<file path="src/rtl/timing_pkg.sv">
// timing_pkg: machine-cycle and beat encodings plus the W transition rule for timing_gen.
package timing_pkg;
   typedef enum logic [1:0] {W_1, W_2, W_3} w_state_t;
   typedef enum logic [1:0] {T_1, T_2, T_3} beat_t;
   function automatic w_state_t next_w(input w_state_t w, input logic short, input logic long);
      return (w == W_1) ? (short ? W_1 : W_2) : (w == W_2) ? (long ? W_3 : W_1) : W_1;
   endfunction
endpackage

</file>
<file path="src/rtl/timing_gen_qd_sync.sv">
// qd_sync: multi-flop synchronizer for the start button with a 1-clk rising-edge pulse.
module qd_sync #(
   parameter int SYNC_STAGES = 2
) (
   input  logic clk,
   input  logic clr,
   input  logic i_async,
   output logic o_level,
   output logic o_pulse
);
   logic [SYNC_STAGES-1:0] r_sync;
   logic                   r_prev;
   always_ff @(posedge clk or negedge clr) begin
      if (!clr) begin
         r_sync <= '0;
         r_prev <= 1'b0;
      end else begin
         r_sync <= {r_sync[SYNC_STAGES-2:0], i_async};
         r_prev <= r_sync[SYNC_STAGES-1];
      end
   end
   assign o_level = r_sync[SYNC_STAGES-1];
   assign o_pulse = r_sync[SYNC_STAGES-1] & ~r_prev;
endmodule

</file>
<file path="src/rtl/timing_gen.sv">
// timing_gen: W1/W2/W3 machine-cycle and T1/T2/T3 beat generator for the hardwired controller.
// Optional TIMING_GEN_STEP_EN adds a step input that halts after every machine cycle.
module timing_gen #(
   parameter int SYNC_STAGES = 2,
   parameter int BEAT_CLKS   = 1
) (
   input  logic clk,
   input  logic clr,
   input  logic qd,
   input  logic short,
   input  logic long,
   input  logic stop,
`ifdef TIMING_GEN_STEP_EN
   input  logic step,
`endif
   output logic w1,
   output logic w2,
   output logic w3,
   output logic t1,
   output logic t2,
   output logic t3,
   output logic running
);
   import timing_pkg::*;
   w_state_t   r_w, w_w_nxt;
   beat_t      r_beat, w_beat_nxt;
   logic [7:0] r_cnt, w_cnt_nxt;
   logic       r_running, w_run_nxt;
   logic       w_qd_level, w_qd_pulse, w_last, w_dec, w_halt;
   qd_sync #(.SYNC_STAGES(SYNC_STAGES)) u_sync (
      .clk     (clk),
      .clr     (clr),
      .i_async (qd),
      .o_level (w_qd_level),
      .o_pulse (w_qd_pulse)
   );
`ifdef TIMING_GEN_STEP_EN
   assign w_halt = stop | step;
`else
   assign w_halt = stop;
`endif
   assign w_last = r_cnt == 8'(BEAT_CLKS - 1);
   // short/long/halt only matter on the last clk of T3
   assign w_dec  = r_running && r_beat == T_3 && w_last;
   always_comb begin
      w_w_nxt    = r_w;
      w_beat_nxt = r_beat;
      w_cnt_nxt  = r_cnt;
      w_run_nxt  = r_running;
      if (!r_running) begin
         if (w_qd_pulse && w_qd_level) begin
            w_run_nxt  = 1'b1;
            w_beat_nxt = T_1;
            w_cnt_nxt  = '0;
         end
      end else if (!w_last) begin
         w_cnt_nxt = r_cnt + 8'd1;
      end else begin
         w_cnt_nxt  = '0;
         w_beat_nxt = (r_beat == T_1) ? T_2 : (r_beat == T_2) ? T_3 : T_1;
         if (w_dec) begin
            w_w_nxt   = next_w(r_w, short, long);
            w_run_nxt = !w_halt;
         end
      end
   end
   always_ff @(posedge clk or negedge clr) begin
      if (!clr) begin
         r_w       <= W_1;
         r_beat    <= T_1;
         r_cnt     <= '0;
         r_running <= 1'b0;
      end else begin
         r_w       <= w_w_nxt;
         r_beat    <= w_beat_nxt;
         r_cnt     <= w_cnt_nxt;
         r_running <= w_run_nxt;
      end
   end
   assign w1      = r_w == W_1;
   assign w2      = r_w == W_2;
   assign w3      = r_w == W_3;
   assign t1      = r_running && r_beat == T_1;
   assign t2      = r_running && r_beat == T_2;
   assign t3      = r_running && r_beat == T_3;
   assign running = r_running;
endmodule
</file>
<file path="config.mk">
export PLATFORM = sky130hd
export DESIGN_NAME = timing_gen
export DESIGN_NICKNAME = d
export VERILOG_FILES = /design/src/rtl/timing_pkg.sv /design/src/rtl/timing_gen_qd_sync.sv /design/src/rtl/timing_gen.sv
export SDC_FILE = /design/constraint.sdc
export NUM_CORES = 1
export LEC_CHECK = 0
export CAP_MARGIN = 20
export CORE_MARGIN = 1
export CORE_UTILIZATION = 35
export DETAILED_ROUTE_END_ITERATION = 12
export PLACE_DENSITY_LB_ADDON = 0.1
export SLEW_MARGIN = 5
export SYNTH_ARGS = -nofsm -noshare
export SYNTH_HDL_FRONTEND = slang
export SYNTH_SLANG_ARGS = --single-unit
</file>
<file path="constraint.sdc">
create_clock -name clk -period 2.2 [get_ports clk]
set_clock_uncertainty 0.1 [all_clocks]
set_input_delay 0.22 -clock clk [delete_from_list [all_inputs] [get_ports clk]]
set_output_delay 0.22 -clock clk [all_outputs]
set_load 0.005 [all_outputs]
</file>
==> metrics.yaml <==
grt_usage_pct: 14.0
insertion_delay_ns: 0.29
nets: 100
post_drt_wl_per_cell_um: 12.5
syn_avg_cell_area_um2: 10.6
worstPathRequired_ns: 1.88
nFillCells: 211
cts_resized: 0
cts_sinks: 16
status: "complete, no violations"
die_w_um: 49.3
cts_tree: "built"
drv_cap: 0
final-hold-violation-count: 0
stdcell_area_um2: 986
crit_cells: 2
cp_data_arrival_time_ns: 1.61
clkTransAtPathRegs_ns: 0.09
slew_violations: 0
die_area_mm2: 0.00243
cts_root_buffer: "clkbuf_4"
gp_congestion: 0.701
critPathKind: "register to output pin"
syn_inst: 74
placedInstanceArea_um2: 950
areaGrowthSynthToFinish_pct: 25.7
relSlewSlack_pct: 51.7
stdcell_count: 118
grt_pass1_vias: 533
dp_cells: 114
start_util_pct: 38.4
grt_pass1_wl_um: 2500
worstReg2RegEnd: "r_beat[0]"
wirelength_um: 1480
r2r_slack_ns: 0.37
post_cts_buffers: 0
grt_max_degree: 17
drive_gt1_share_pct: 14.3
drcViolationCount: 0
cp_top_family: "buffers and inverters"
timing.rr.start: "r_cnt[0]"
die_h_um: 49.3
tightestPinTransition_ns: 0.723
critPathMaxFanout: 8
grt_setup_unrepaired: "no"
io_pins: 13
setup-violations-final: 0
ys_ff_latch: 16
first_iter_violations: 18
grt.overflow.total: 0
hpwl_um: 1090
core_area_mm2: 0.00204
synth_fp_nets: 82
slowest_delay_ns: 0.56
hp-class: "input pin to asynchronous set/reset pin"
ys_warn_count: 0
fin_crit_ns: 1.93
p_total_uw: 880
holdWs_ns: 0.255
drt-vias-per-instance: 5.05
worstSetupStartpointType: "register"
synth_cell_types: 30
synth-edff-count: 0
ys_seq_area_share_pct: 51.0
fmax_mhz: 517
async_flop_share_pct: 100
num_rows: 16
cts_max_path_buffers: 2
endpoint: "t1"
timing.final.crit_share_pct: 87.9
slowest_stage: "clkdlybuf4s50_1"
ant_nets: 0
p_leak_uw: 0.000459
synth_flop_cell: "dfrtp_1"
ff2ff_path_depth: 6
setup_tns_ns: 0
via_count: 596
cts-htree-levels: 1
synth_area_um2: 785
ctsHoldBuffers: 0
irDropWorstVdd_uv: 663
num_antenna_cells: 0
drtPass1Iterations: 4
antenna_found_initial: 0
end_kind: "output pin"
crit_chain: "nor3b_1, clkdlybuf4s50_1"
io_buffers: 12
cp.buffers_inverters: 1
cts_buffers: 3
crit_start: "running"
powerDensity_mw_per_mm2: 893
==> synthesized netlist by cell type, types with 2 or more instances <==
master	instances	share of area (%)
dfrtp_1	16	51
o21ai_0	3	1.9
inv_1	6	2.9
xor2_1	2	2.2
ha_1	2	3.2
nor2_1	3	1.4
mux2i_1	2	2.6
nor2b_1	2	1.6
nand2_1	6	2.9
mux2_2	2	2.9
a21oi_1	4	2.6
nand3_1	6	3.8
a21o_1	3	2.9
==> routing by layer <==
metal	share of wire (%)	global-route usage [%]	routed length [um]
met1	47	18.1	692
met2	46	21.2	684
met3	6.0	5.61	88
met4	0.88	4.41	13
met5	0	0	0
==> state kept, by name, summed over array words and instances (netlist names) <==
name,flops
r_cnt,8
r_beat,2
r_w,2
u_sync.r_sync,2
running,1
u_sync.r_prev,1
==> through the flow <==
stage,worst slack (ns),util [%]
3_5_place_dp,0.378,46.5
6_report,0.265,48.3
4_1_cts,0.222,48.3
3_3_place_gp,0.442,46.5
2_1_floorplan,0.528,-
5_1_grt,0.121,48.3
==> cells by family (layout without fill, tap and decap cells) <==
logic type,Yosys count,in the layout,synth area share [%]
multiplexers,4,4,5.42
XOR/XNOR,2,2,2.23
AND/OR/NAND/NOR,27,27,21.1
adder cells (fa/ha/maj),2,2,3.19
AO/OA/AOI/OAI,16,16,13.7
flip-flops,16,16,51.0
buffers and inverters,7,24,3.35
==> worst min-delay path by stage <==
stage                          start                to  slack (ns)
finish                           clr           running        0.25
global route                      qd  u_sync.r_sync[0]        0.25
CTS                               qd  u_sync.r_sync[0]        0.26
detailed placement  u_sync.r_sync[0]  u_sync.r_sync[1]        0.24
global placement    u_sync.r_sync[0]  u_sync.r_sync[1]        0.23
floorplan                        clr         r_beat[0]       -0.18
==> power by group <==
group	internal (uW)	switching [uW]
logic	195	114
clock network	101	92.4
registers	333	45.1
total	629	251
==> layout make-up <==
class                      count  area, um2  share of cell area, %
sequential                    16        400                   40.6
multi-input combinational     51        358                   36.3
timing repair buffer          14        135                   13.7
clock buffer                   4       36.3                   3.68
tap                           27       33.8                   3.43
inverter                       6       22.5                   2.28
==> cells in the final DEF, fill, tap and decap left out <==
master	count
nor3_2	1
nand3_1	6
inv_1	6
o21ai_1	1
a31oi_1	1
a21o_1	3
nor4b_4	1
clkbuf_4	3
a22o_1	1
clkdlybuf4s50_1	12
or4_1	1
nor2b_1	2
mux2_2	2
buf_4	2
o21ai_0	3
a31o_2	1
nor3b_1	1
and3b_1	1
nor4_1	1
nor2_1	3
ha_1	2
nor3_1	1
dfrtp_1	16
and2_1	1
xor2_1	2
clkbuf_8	1
and3_2	1
nand2_1	6
and3_1	1
a21bo_1	1
a21boi_2	1
a21oi_1	4
mux2i_1	2
(Power assumes the default switching activity.)
